**config.mk**
```make
export PLATFORM = sky130hd
export DESIGN_NAME = mode_sequencer_flat
export DESIGN_NICKNAME = d
export VERILOG_FILES = /design/src/rtl/mode_sequencer_if.sv /design/src/rtl/mode_sequencer.sv /design/src/flat_wrapper.sv
export SDC_FILE = /design/constraint.sdc
export NUM_CORES = 1
export LEC_CHECK = 0
export CAP_MARGIN = 15
export CORE_MARGIN = 3
export CORE_UTILIZATION = 28
export CTS_BUF_LIST = sky130_fd_sc_hd__clkbuf_8
export DETAILED_ROUTE_END_ITERATION = 7
export SETUP_SLACK_MARGIN = 0.1
export SLEW_MARGIN = 20
export SYNTH_ARGS = -nofsm -noshare
export SYNTH_HDL_FRONTEND = slang
export SYNTH_SLANG_ARGS = --single-unit
```
**constraint.sdc**
```tcl
create_clock -name clk -period 6 [get_ports clk]
set_clock_uncertainty 0.05 [all_clocks]
set_input_delay 1.2 -clock clk [delete_from_list [all_inputs] [get_ports clk]]
set_output_delay 1.2 -clock clk [all_outputs]
set_load 0.02 [all_outputs]
```
**src/rtl/mode_sequencer_if.sv**
```systemverilog
// Mode-select / mode-block handshake bundle for mode_sequencer.
// master = stimulus side (switches + mode blocks), slave = the sequencer.
interface mode_sequencer_if;
    logic       run;
    logic       mode_sel;
    logic       fb_m1;
    logic       fb_m2;
    logic [1:0] state_m1;
    logic [1:0] state_m2;
    logic [1:0] light_m1;
    logic [1:0] light_m2;
    logic [4:0] time_m1;
    logic [4:0] time_m2;
    logic       enb_m1;
    logic       enb_m2;
    logic       set;
    logic [1:0] last_state;
    logic [1:0] light;
    logic [4:0] light_time;
    logic       active;
    logic       busy;
    logic       fault;

    modport master (
        output run, mode_sel, fb_m1, fb_m2, state_m1, state_m2,
               light_m1, light_m2, time_m1, time_m2,
        input  enb_m1, enb_m2, set, last_state, light, light_time,
               active, busy, fault
    );

    modport slave (
        input  run, mode_sel, fb_m1, fb_m2, state_m1, state_m2,
               light_m1, light_m2, time_m1, time_m2,
        output enb_m1, enb_m2, set, last_state, light, light_time,
               active, busy, fault
    );
endinterface

```
**src/rtl/mode_sequencer.sv**
```systemverilog
// Supervisor choosing which traffic-light mode block owns the light; hands the
// global light state across at phase boundaries and muxes the owner to the display.
module mode_sequencer #(
    parameter int unsigned SYNC_CYCLES = 100_000_000
) (
    input  logic            clk,
    input  logic            rst_n,
    mode_sequencer_if.slave bus
);
    localparam int unsigned CW     = (SYNC_CYCLES > 1) ? $clog2(SYNC_CYCLES) : 1;
    localparam logic [1:0]  RED    = 2'b00;
    localparam logic [1:0]  YELLOW = 2'b01;
    localparam logic [1:0]  UNDEF  = 2'b11;

    typedef enum logic [1:0] {IDLE, SYNC, RUN, FAULT} state_t;

    state_t        state_q, state_d;
    logic [CW-1:0] cnt_q, cnt_d;
    logic          active_q, active_d;
    logic [1:0]    last_q, last_d;
    logic          bad_q, bad_d;
    logic          fb1_q, fb2_q;
    logic          edge_q, edge_d;
    logic          enb1_q, enb1_d, enb2_q, enb2_d;
    logic          set_q, set_d, busy_q, busy_d, fault_q, fault_d;
    logic [1:0]    light_q, light_d;
    logic [4:0]    time_q, time_d;

    logic          fb_act, fb_act_q;
    logic [1:0]    st_act, light_act;
    logic [4:0]    time_act;

    // Owner view: only the active block's feedback and state are ever looked at
    always_comb begin
        fb_act    = active_q ? bus.fb_m2    : bus.fb_m1;
        fb_act_q  = active_q ? fb2_q        : fb1_q;
        st_act    = active_q ? bus.state_m2 : bus.state_m1;
        light_act = active_q ? bus.light_m2 : bus.light_m1;
        time_act  = active_q ? bus.time_m2  : bus.time_m1;
    end

    // Next state plus next output values; outputs follow the current state one cycle later
    always_comb begin
        state_d  = state_q;
        cnt_d    = cnt_q;
        active_d = active_q;
        last_d   = last_q;
        bad_d    = 1'b0;
        edge_d   = (state_q == RUN) && fb_act && !fb_act_q;
        enb1_d   = 1'b0;
        enb2_d   = 1'b0;
        set_d    = 1'b0;
        busy_d   = 1'b0;
        fault_d  = 1'b0;
        light_d  = RED;
        time_d   = 5'd0;

        case (state_q)
            IDLE: begin
                if (bus.run) begin
                    state_d  = SYNC;
                    active_d = bus.mode_sel;
                    last_d   = RED;
                    cnt_d    = '0;
                end
            end
            SYNC: begin
                busy_d = 1'b1;
                if (!bus.run) begin
                    state_d = IDLE;
                end else if (cnt_q == CW'(SYNC_CYCLES - 1)) begin
                    state_d = RUN;
                    cnt_d   = '0;
                end else begin
                    cnt_d = cnt_q + CW'(1);
                end
            end
            RUN: begin
                enb1_d  = !active_q;
                enb2_d  = active_q;
                set_d   = 1'b1;
                light_d = light_act;
                time_d  = time_act;
                bad_d   = (st_act == UNDEF);
                // Fault outranks stop, stop outranks an owner switch
                if (bad_q && (st_act == UNDEF)) begin
                    state_d = FAULT;
                end else if (!bus.run) begin
                    state_d = IDLE;
                end else if (edge_q && (bus.mode_sel != active_q)) begin
                    state_d  = SYNC;
                    last_d   = st_act;
                    active_d = bus.mode_sel;
                    cnt_d    = '0;
                end
            end
            FAULT: begin
                fault_d = 1'b1;
                light_d = YELLOW;
            end
            default: state_d = IDLE;
        endcase
    end

    always_ff @(posedge clk or negedge rst_n) begin
        if (!rst_n) begin
            state_q  <= IDLE;
            cnt_q    <= '0;
            active_q <= 1'b0;
            last_q   <= RED;
            bad_q    <= 1'b0;
            fb1_q    <= 1'b0;
            fb2_q    <= 1'b0;
            edge_q   <= 1'b0;
            enb1_q   <= 1'b0;
            enb2_q   <= 1'b0;
            set_q    <= 1'b0;
            busy_q   <= 1'b0;
            fault_q  <= 1'b0;
            light_q  <= RED;
            time_q   <= 5'd0;
        end else begin
            state_q  <= state_d;
            cnt_q    <= cnt_d;
            active_q <= active_d;
            last_q   <= last_d;
            bad_q    <= bad_d;
            fb1_q    <= bus.fb_m1;
            fb2_q    <= bus.fb_m2;
            edge_q   <= edge_d;
            enb1_q   <= enb1_d;
            enb2_q   <= enb2_d;
            set_q    <= set_d;
            busy_q   <= busy_d;
            fault_q  <= fault_d;
            light_q  <= light_d;
            time_q   <= time_d;
        end
    end

    assign bus.enb_m1     = enb1_q;
    assign bus.enb_m2     = enb2_q;
    assign bus.set        = set_q;
    assign bus.last_state = last_q;
    assign bus.light      = light_q;
    assign bus.light_time = time_q;
    assign bus.active     = active_q;
    assign bus.busy       = busy_q;
    assign bus.fault      = fault_q;
endmodule

```
**src/flat_wrapper.sv**
```systemverilog
// flat-port wrapper written by rule: the top's interface ports become plain ports
module mode_sequencer_flat 
#(
    parameter int unsigned SYNC_CYCLES = 100_000_000
)
  (clk, rst_n, bus_run, bus_mode_sel, bus_fb_m1, bus_fb_m2, bus_state_m1, bus_state_m2, bus_light_m1, bus_light_m2, bus_time_m1, bus_time_m2, bus_enb_m1, bus_enb_m2, bus_set, bus_last_state, bus_light, bus_light_time, bus_active, bus_busy, bus_fault);
  mode_sequencer_if bus_i ();
  input  logic clk;
  input  logic rst_n;
  input wire logic [$bits(bus_i.run)-1:0] bus_run;
  input wire logic [$bits(bus_i.mode_sel)-1:0] bus_mode_sel;
  input wire logic [$bits(bus_i.fb_m1)-1:0] bus_fb_m1;
  input wire logic [$bits(bus_i.fb_m2)-1:0] bus_fb_m2;
  input wire logic [$bits(bus_i.state_m1)-1:0] bus_state_m1;
  input wire logic [$bits(bus_i.state_m2)-1:0] bus_state_m2;
  input wire logic [$bits(bus_i.light_m1)-1:0] bus_light_m1;
  input wire logic [$bits(bus_i.light_m2)-1:0] bus_light_m2;
  input wire logic [$bits(bus_i.time_m1)-1:0] bus_time_m1;
  input wire logic [$bits(bus_i.time_m2)-1:0] bus_time_m2;
  output wire logic [$bits(bus_i.enb_m1)-1:0] bus_enb_m1;
  output wire logic [$bits(bus_i.enb_m2)-1:0] bus_enb_m2;
  output wire logic [$bits(bus_i.set)-1:0] bus_set;
  output wire logic [$bits(bus_i.last_state)-1:0] bus_last_state;
  output wire logic [$bits(bus_i.light)-1:0] bus_light;
  output wire logic [$bits(bus_i.light_time)-1:0] bus_light_time;
  output wire logic [$bits(bus_i.active)-1:0] bus_active;
  output wire logic [$bits(bus_i.busy)-1:0] bus_busy;
  output wire logic [$bits(bus_i.fault)-1:0] bus_fault;
  assign bus_i.run = bus_run;
  assign bus_i.mode_sel = bus_mode_sel;
  assign bus_i.fb_m1 = bus_fb_m1;
  assign bus_i.fb_m2 = bus_fb_m2;
  assign bus_i.state_m1 = bus_state_m1;
  assign bus_i.state_m2 = bus_state_m2;
  assign bus_i.light_m1 = bus_light_m1;
  assign bus_i.light_m2 = bus_light_m2;
  assign bus_i.time_m1 = bus_time_m1;
  assign bus_i.time_m2 = bus_time_m2;
  assign bus_enb_m1 = bus_i.enb_m1;
  assign bus_enb_m2 = bus_i.enb_m2;
  assign bus_set = bus_i.set;
  assign bus_last_state = bus_i.last_state;
  assign bus_light = bus_i.light;
  assign bus_light_time = bus_i.light_time;
  assign bus_active = bus_i.active;
  assign bus_busy = bus_i.busy;
  assign bus_fault = bus_i.fault;
  mode_sequencer #(.SYNC_CYCLES(SYNC_CYCLES)) u_core (.clk(clk), .rst_n(rst_n), .bus(bus_i));
endmodule
```
### After elaboration in Yosys (flattened, before gate mapping)

Index checks and enable logic that the tools add are counted.

* flip-flop bits (word level): 48
* bits in latches: 0
* memory bits (writable): 0
* bits in read-only memories: 0
* bits of input ports: 24
* output and inout bits: 15
* word-level logic and storage cells: 78
* memories kept: 0

* $add $sub $neg: 1
* multiply operators: 0
* div/mod/pow operators: 0
* magnitude comparators: 0
* equality and inequality tests: 13
* shift operators: 0
* mux-type cells: 37
* bitwise logic cells: 0
* reductions and logical operators: 12

Operator list (number)
* 2-to-1 mux 27 bit: 6
* case mux 27 bit (3 select lines): 1
* adder 27 x 1 -> 27 bit (second input constant): 1
* == test 27 bit (second input constant): 1
* 2-to-1 mux 2 bit: 12
* 2-to-1 mux 1 bit: 12
* 2-to-1 mux 5 bit: 2
* inequality test 2 bit (second input constant): 5
* case mux 2 bit (2 select lines): 2
* == test 2 bit (second input constant): 3
* case mux 2 bit (3 select lines): 1
* AND reduction 6 bit: 1
* AND reduction 5 bit: 1
* logical AND 1 bit: 4
* inequality test 4 bit (second input constant): 1
* AND reduction 4 bit: 1
* inequality test 3 x 2 -> 1 bit (second input constant): 1
* nonzero test 3 bit: 1
* == test 2 x 1 -> 1 bit (second input constant): 1
* logical NOT 1 bit: 2
* logical NOT 2 bit: 1
* case mux 1 bit (2 select lines): 1
* nonzero test 2 bit: 1
* inequality test 1 bit: 1

### Depth between registers and ports, before layout

Gate-level depths: netlist of the first run.

* word-level depth: 6
* mapped depth: 8
* gate-level depth less buffers: 7

### Worst setup path after synthesis of the first run

Ideal clock, no wire load.

* path type: in2reg
* start point: in bus_state_m2[1]
* end point: reg u_core.cnt_q[15]
* library setup time: 0.083 ns
* arrival: 2.482 ns
* data required time: 5.867 ns
* path slack: 3.385 ns
* stages: 5
* buffers on the path: 0
* cell sequence: and4_1 o41ai_2 nand2_1 or4_1 o21ai_0

* cells in the longest elaborated chain, start to end: 5

Ends and longest elaborated chain
* from (decl): line flat_wrapper.sv:15 `input wire logic [$bits(bus_i.state_m2)-1:0] bus_state_m2;`
* 2-to-1 mux 2 bit: line mode_sequencer.sv:37 `st_act = active_q ? bus.state_m2 : bus.state_m1;`
* == test 2 bit: line mode_sequencer.sv:86 `if (bad_q && (st_act == UNDEF)) begin`
* logical AND 1 bit: line mode_sequencer.sv:86
* inequality test 2 bit (no source line)
* AND reduction 6 bit (no source line)
* to (signal assigned): line mode_sequencer.sv:124 `cnt_q <= cnt_d;`
* to (decl): line mode_sequencer.sv:18 `logic [CW-1:0] cnt_q, cnt_d;`

Every way passes these cells.
A chain may end at the register's enable or synchronous reset.

### Worst setup path after layout of the first run

* start point: in bus_mode_sel
* end point: reg u_core.cnt_q[25]

* cells in the longest elaborated chain, start to end: 4

Ends and longest elaborated chain
* from (decl): line flat_wrapper.sv:11 `input wire logic [$bits(bus_i.mode_sel)-1:0] bus_mode_sel;`
* inequality test 1 bit: line mode_sequencer.sv:90 `end else if (edge_q && (bus.mode_sel != active_q)) begin`
* logical AND 1 bit: line mode_sequencer.sv:90
* inequality test 2 bit (no source line)
* AND reduction 6 bit (no source line)

Every way passes these cells.

==> metrics, run 1 <==
Gate power share 0.412; Primary FF master, synth dfrtp_1; setup TNS 0 ps; P_leak 0.00134 µW; P_sw 423 µW; worst vdd ir 0.110 mV; sequential power share 0.390; chip height 103 µm; RSZ-0062 raised after global routing no; Post-synth EDFFs 0; Slew headroom 0.386; n_diodes 0; Setup Crit Path Kind in -> reg; f_max approximately 270 MHz; final setup fails 0; Seq cells post-synth 48; Cells after Synth about 270; Hold Vio Cnt, Final 0; status finished clean; global-route wire length before repair ~11000 µm; Crit Path Max Fanout 18; register area share after synthesis 0.453; TritonRoute pass-1 iters 4; HP Class reg -> reg; Nets 332; final wirelength ~6300 µm; Vias approximately 2.2k; Post-CTS Hold Fix Bufs 0; area growth from synthesis to layout 21.8%; Final Critical Period 3690 ps; Max Slew Vio Count 0; # H-tree levels 2; met3 WL around 160 µm; Critical Path Source Type primary input; dpl hpwl ~4500 µm; Synth Area per Inst 9.86 µm²; worst slew pin tran 917 ps; Req. time, crit path slightly above 6000 ps; Setup WS pre-CTS between 1500 and 2000 ps; Initial DRC Count between 100 and 150; number of distinct library cells after synthesis 52; WP data arrival 3880 ps; met1 wire length around 2900 µm; synthesized area ~0.0027 mm²; Remaining DRCs 0; Resized cells post-CTS 0; Post-DP Area ~0.0031 mm²; met2 WL between 3000 and 4000 µm; gpl congestion between 0.8 and 0.9; CTS max path bufs 2; Port Buf Inserts 38; via/cell ratio 5.11; # IOs 39; power per standard cell area 325 mW/mm²; number of setup buffers added after CTS 0; ys async rst share 1.00; clock latency on the worst-skew pair 300 ps; share of the synthesized area in the top cell type 0.453; Total Power ~1000 µW; Routed Antenna Nets 0; initial antenna violation count 0; Max Cap Viol 0; Filler Cell Count roughly 910; Yosys Warn Count 0; fin crit share 0.615; CTS buffer count 5; ranking of synthesized cells by area dfrtp_1 45%, a22o_1 4.3%, o21ai_0 3.4%; vias in the first global route 2055; CTS tree yes; Sw Share 0.403; grt ovf 0; core box area between 0.008 and 0.009 mm²; CTS root buffer clkbuf_8; All-Layer GR Usage 0.126; top routing layer in use met4; critical path endpoint category flop; final instance area around 0.0032 mm²; Starting Density 0.296; Die Footprint between 0.01 and 0.015 mm²; Cell Rows 34; Synth area leader dfrtp_1; share of post-route cells with drive strength above 1 0.0627; largest net degree at the start of global routing ~50; Net Count, Synth about 300; internal power between 600 and 700 µW; Die W 103 µm; clock slew at reported path FFs ~90 ps; power share of the clock group 0.198; Worst Slack Setup Final about 2300 ps; Avg WL per Cell about 15 µm; clk sink count 48
[cell type report]
| class | instances | area, µm² | share of cell area |
|---|---|---|---|
| clock buffers | 6 | 82.6 | 0.0256 |
| clock inverters | 2 | 13.8 | 0.00426 |
| inverters | 11 | 41.3 | 0.0128 |
| multi-input cells | 197 | 1350 | 0.418 |
| flip-flops and latches | 48 | 1200 | 0.372 |
| well taps | 126 | 158 | 0.0488 |
| repair buffers | 39 | 385 | 0.119 |
[kinds of logic after synthesis]
| logic type | count (synthesis) | share of synthesized area |
|---|---|---|
| xor+xnor | 1 | 0.00330 |
| compound gates | 73 | 0.200 |
| mux | 12 | 0.0472 |
| fa+ha+maj | 6 | 0.0283 |
| buf+inv | 24 | 0.0406 |
| flops | 48 | 0.453 |
| simple gates | 105 | 0.228 |
[flip-flops by register name, summed over array words and instances, names as in the netlist, 2 cells and up]
| signal | count |
|---|---|
| u_core.state_q | 2 |
| u_core.bus.last_state | 2 |
| u_core.bus.light | 2 |
| u_core.bus.light_time | 5 |
| u_core.cnt_q | 27 |
[routing by layer]
| metal | up-vias | GRT usage |
|---|---|---|
| met5 | - | 0 |
| met4 | 0 | 0.0488 |
| met3 | 9 | 0.0235 |
| met2 | 28 | 0.193 |
| met1 | 1075 | 0.176 |
| li1 | 1080 | - |
[Yosys cell counts (all sizes together) (3+ instances only)]
master and n:
nand4 9, and2 6, ha 6, and4 5, mux2 4, a21oi 5
buf 5, nand3 11, or3 4, a22oi 3, a21o 4, inv 11
nor2 12, mux2i 8, o21ai 20, nor3 8, o2bb2ai 3, nor4 5
a22o 13, dfrtp 48, nand2 19, o31ai 8, o211ai 3, nor2b 10
nor4b 4, clkbuf 8, and3 6
[power groups by stage]
stage	combinational, µW	clock [µW]	sequential (µW)
2_1_floorplan	301	0	418
3_3_place_gp	431	0	415
3_5_place_dp	434	0	416
4_1_cts	436	217	410
5_1_grt	482	228	417
6_report	433	207	409
[cells in the final DEF (no fill, tap or decap), drive strengths merged, types with 5 or more instances in the layout]
cell           instances
o21ai                 20
nor2b                 10
and4                   5
inv                   12
nand3                 11
clkdlybuf4s50         37
dfrtp                 48
nand2                 19
ha                     6
clkbuf                 6
a22o                  13
a21oi                  5
o31ai                  8
nor3                   8
nand4                  9
and3                   6
mux2i                  8
nor2                  12
nor4                   5
and2                   6
[path summary, 6_finish.rpt]
kind	cells past startpoint	from	slack, ps	endpoint
worst min-delay path	1	u_core.bus.last_state[0]	460	u_core.bus.last_state[0]
max in group asynchronous	1	rst_n	4640	u_core.cnt_q[26]
worst max register to register	7	u_core.state_q[0]	2720	u_core.cnt_q[25]
worst max-delay path	6	bus_mode_sel	2310	u_core.cnt_q[25]
min in group asynchronous	1	rst_n	840	u_core.fb2_q
worst min register to register	1	u_core.bus.last_state[0]	460	u_core.bus.last_state[0]
[worst max-delay path: stages]
cell and delay (ps):
clkdlybuf4s50_1 440, xnor2_1 160, o41ai_2 470, nand2_1 480, nor2_1 860, a41o_1 270
[metrics by stage]
stage          std cells  hold slack [ps]  utilization
2_1_floorplan        269              415            -
3_3_place_gp         421              434        0.348
3_5_place_dp         421              447        0.349
4_1_cts              429              471        0.359
5_1_grt              429              473        0.360
6_report             429              460        0.360
(Power assumes the default switching activity.)
==> run 2: changes to the inputs <==
clock period = 3.3 ns   (was 6 ns; I/O delays follow)
==> run 2 against run 1 <==
Effect of this change: core utilization is 0.86 points higher; critical path depth is 1 higher; flip-flop and latch count stayed put; cell area is 2.4% higher; worst setup slack worse by 1600 ps; critical path type is now reg -> reg.
==> metrics, run 2 (synthesis gave the netlist of run 1 again) <==
vias in the first global route ~2.1k; met3 WL 224 µm; Worst Slack Setup Final around 740 ps; status finished clean; CTS buffer count 5; Avg WL per Cell 14.4 µm; Worst Path Buf+Inv 1; CTS root buffer clkbuf_8; commonest cells after routing, fill and taps aside 48 x dfrtp_1, 37 x clkdlybuf4s50_1, 19 x nand2_1; max FFs per register 27; cell family with most CP delay simple AND/OR/NAND/NOR gates; CTS max path bufs 2; area growth from synthesis to layout 24.8%; Hold WS between 300 and 400 ps; Setup WS pre-CTS ~520 ps; Die Footprint 0.0107 mm²; Critical Path Source Type flop; Nets 341; Remaining DRCs 0; Post-CTS Hold Fix Bufs 0; Die W approximately 100 µm; WP data arrival roughly 2700 ps; Top reg by flops u_core.cnt_q; Vias 2188; Routed Antenna Nets 0; fin crit share 0.775; Max Cap Viol 0; grt ovf 0; dpl hpwl about 4700 µm; Cell Rows 34; share of post-route cells with drive strength above 1 0.0865; via/cell ratio 5.00; top routing layer in use met4; final wirelength between 6000 and 7000 µm; worst slew pin tran 832 ps; Setup Crit Path Kind reg -> reg; # H-tree levels 2; power per standard cell area between 600 and 700 mW/mm²; worst vdd ir 0.235 mV; All-Layer GR Usage 0.126; Resized cells post-CTS 0; gpl congestion between 0.8 and 0.9; Slew headroom 0.445; TritonRoute pass-1 iters 7; P_leak 0.00139 µW; Hold Vio Cnt, Final 0; crit path max-delay cell type dfrtp_1; Starting Density 0.296; Req. time, crit path approximately 3500 ps; setup slack, reg-to-reg around 740 ps; Port Buf Inserts 38; Initial DRC Count between 90 and 100; # IOs 39; Crit Path Max Fanout 12; RSZ-0062 raised after global routing no; HP Class in -> async; chip height around 100 µm; n_diodes 0; setup TNS 0 ps; largest net degree at the start of global routing 37; met2 WL 2930 µm; final setup fails 0; clk sink count 48; initial antenna violation count 0; global-route wire length before repair ~11000 µm; critical path endpoint category flop; number of setup buffers added after CTS 0; f_max 391 MHz; met1 wire length between 3000 and 4000 µm; Cell Chain, Critical Path inv_1 > ha_1 > or3_1 > a21oi_1 > and2_1 > nand2_1 > o31ai_1; clock slew at reported path FFs about 90 ps; Final Critical Period roughly 2600 ps; commonest non-fill, non-tap cell in the layout dfrtp_1; CP peak stage delay approximately 430 ps; core box area around 0.009 mm²; CTS tree yes; Max Slew Vio Count 0; clock latency on the worst-skew pair approximately 300 ps
## run 2: cell types whose count changed in the layout (fill, tap and decap cells not counted)
cell	delta
nor4_2	-1
bufinv_16	+1
buf_2	+1
nor4_1	+1
clkinv_2	-1
clkbuf_8	-1
buf_4	+8
clkinvlp_4	+1
## run 2: area by class of cell
type | count | area [µm²]
fillers | 887 | 5670
clock buffers | 5 | 68.8
repair buffers | 48 | 450
clock inverters | 3 | 46.3
inverters | 11 | 41.3
multi-input cells | 197 | 1340
flip-flops and latches | 48 | 1200
well taps | 126 | 158
## run 2: stage by stage
| stage | area (µm²) | std cells | util | total power (µW) |
|---|---|---|---|---|
| 3_5_place_dp | 3190 | 430 | 0.356 | 1610 |
| 2_1_floorplan | 2650 | 269 | - | 1310 |
| 6_report | 3310 | 438 | 0.369 | 2030 |
| 4_1_cts | 3310 | 438 | 0.369 | 2050 |
| 5_1_grt | 3310 | 438 | 0.369 | 2170 |
| 3_3_place_gp | 3190 | 430 | 0.356 | 1590 |
## run 2: power breakdown
part	internal, µW	switching (µW)	leakage (µW)
Combinational	361	506	0.000677
Clock	228	206	0.0000548
Sequential	658	67.0	0.000655
Total	1250	779	0.00139
## run 2: final timing paths
check | start | to | cells after the start
max reg2reg | u_core.state_q[1] | u_core.cnt_q[7] | 7
min in group clk | u_core.cnt_q[23] | u_core.cnt_q[23] | 1
min reg2reg | u_core.cnt_q[23] | u_core.cnt_q[23] | 1
max in group asynchronous | rst_n | u_core.cnt_q[22] | 2
min | rst_n | u_core.bus.light[1] | 1
max | u_core.state_q[1] | u_core.cnt_q[7] | 7
## run 2: per-layer routing
layer  vias up  track usage
met5         -            0
met4         0       0.0498
met3         8       0.0201
met2        44        0.191
met1      1038        0.181
li1       1098            -
==> run 3: changes to the inputs <==
clock period = 2.4 ns   (was 3.3 ns; I/O delays follow)
==> run 3 against run 2 <==
Effect of this change: critical path depth decreased by 1; worst setup slack got worse by 530 ps; die area did not move; flip-flop and latch count is the same.
==> metrics, run 3 (synthesis gave the netlist of run 1 again) <==
Hold WS between 200 and 250 ps; post-route insts no fill 456; clock latency on the worst-skew pair about 300 ps; final wirelength approximately 6600 µm; placed cell count ~450; Port Buf Inserts 38; via/cell ratio slightly above 5; initial antenna violation count 0; WP data arrival between 2000 and 2500 ps; Vias between 2k and 2.5k; n_diodes 0; core box area between 0.008 and 0.009 mm²; Sw Share 0.378; power per standard cell area 849 mW/mm²; final instance area about 0.0035 mm²; fin util 0.388; Routed Antenna Nets 0; area growth from synthesis to layout 31.4%; TritonRoute pass-1 iters 4; Req. time, crit path between 2000 and 3000 ps; All-Layer GR Usage 0.134; Gate power share 0.464; status finished clean; Post-CTS Hold Fix Bufs 0; global-route wire length before repair 11200 µm; internal power 1840 µW; vias in the first global route between 2k and 2.5k; HP Class in -> async; largest net degree at the start of global routing 49; Slew headroom 0.591; Cell Rows 34; CTS max path bufs 2; Die Footprint 0.0107 mm²; # IOs 39; CTS tree yes; gpl congestion just over 0.8; commonest cells after routing, fill and taps aside 48 x dfrtp_1, 37 x clkdlybuf4s50_1, 28 x buf_4; worst slew pin tran 614 ps; Die W between 100 and 150 µm; Final Critical Period about 2200 ps; Max Slew Vio Count 0; Worst R2R Path Depth 5; Max Cap Viol 0; dpl hpwl between 4000 and 5000 µm; Initial DRC Count roughly 120; Hold Vio Cnt, Final 0; chip height just over 100 µm; Post-DP Area approximately 0.0033 mm²; CTS buffer count 5; final setup fails 0; RSZ-0062 raised after global routing yes; clk sink count 48; Setup Crit Path Kind in -> reg; WP depth 6; Starting Density 0.296; cell family with most CP delay simple AND/OR/NAND/NOR gates; critical path endpoint category flop; Remaining DRCs 0; power share of the clock group 0.203; f_max about 460 MHz; clock slew at reported path FFs around 100 ps; Crit Path Max Fanout 6; CP peak stage delay 500 ps; Filler Cell Count 900; grt ovf 0; P_leak about 0.0015 µW; Nets about 360; Worst Path Buf+Inv 1; max FFs per register 27; Avg WL per Cell ~15 µm; Critical Path Source Type primary input; Total Power 2960 µW; fin crit share 0.910; P_sw 1120 µW; share of post-route cells with drive strength above 1 0.152; Cell Chain, Critical Path clkdlybuf4s50_1 > and4b_1 > o41ai_4 > nand2_1 > or4_1 > o21ai_0; sequential power share 0.333; crit path max-delay cell type or4_1; setup slack, reg-to-reg between 200 and 250 ps; Top reg by flops u_core.cnt_q; worst vdd ir about 0.29 mV; CTS root buffer clkbuf_8; # H-tree levels 2; commonest non-fill, non-tap cell in the layout dfrtp_1
-- run 3: cell types whose count changed in the layout (fill, tap and decap cells not counted), sizes merged --
cell	change
inv	-1
clkinvlp	-1
buf	+18
clkinv	+2
-- run 3: power by group through the flow --
stage	clock network (µW)	logic (µW)	registers (µW)
after global routing	667	1520	1000
after global placement	0	1300	1000
after CTS	623	1340	990
after detailed placement	0	1320	1010
final	601	1370	985
after floorplan	0	752	1050
-- run 3: worst paths after layout --
kind                                     startpoint                  endpoint
max                                 bus_state_m1[1]          u_core.cnt_q[15]
min                                           rst_n  u_core.bus.light_time[1]
max reg2reg                        u_core.cnt_q[12]         u_core.state_q[0]
min reg2reg                u_core.bus.last_state[0]  u_core.bus.last_state[0]
max in group asynchronous                     rst_n          u_core.cnt_q[25]
min in group clk           u_core.bus.last_state[0]  u_core.bus.last_state[0]
-- run 3: area by class of cell --
type                    count  area [µm²]  area share
clock buffers               5        68.8      0.0197
multi-input cells         197        1380       0.397
inverters                  11        41.3      0.0118
clock inverters             3        47.5      0.0136
flip-flops and latches     48        1200       0.345
well taps                 126         158      0.0452
repair buffers             66         586       0.168
-- run 3: metal layers --
metal,track usage,vias to the layer above,wire length [µm],part of all wire
li1,-,1133,-,-
met1,0.194,1133,3240,0.49
met2,0.204,33,3160,0.48
met3,0.0221,4,182,0.027
met4,0.0438,0,63,0.0095
met5,0,-,0,0
-- run 3: per-stage QoR --
step / setup slack (ps) / setup TNS (ps)
5_1_grt: 84.0 / 0
6_report: 216 / 0
3_5_place_dp: -145 / -1350
2_1_floorplan: 354 / 0
3_3_place_gp: -92.3 / -661
4_1_cts: 100 / 0
-- run 3: timing repair --
action	CTS	global route
pin swaps	1	2
endpoints found under the setup margin	3	24
gates resized for setup	1	5
gates cloned	0	0
setup buffers	1	2
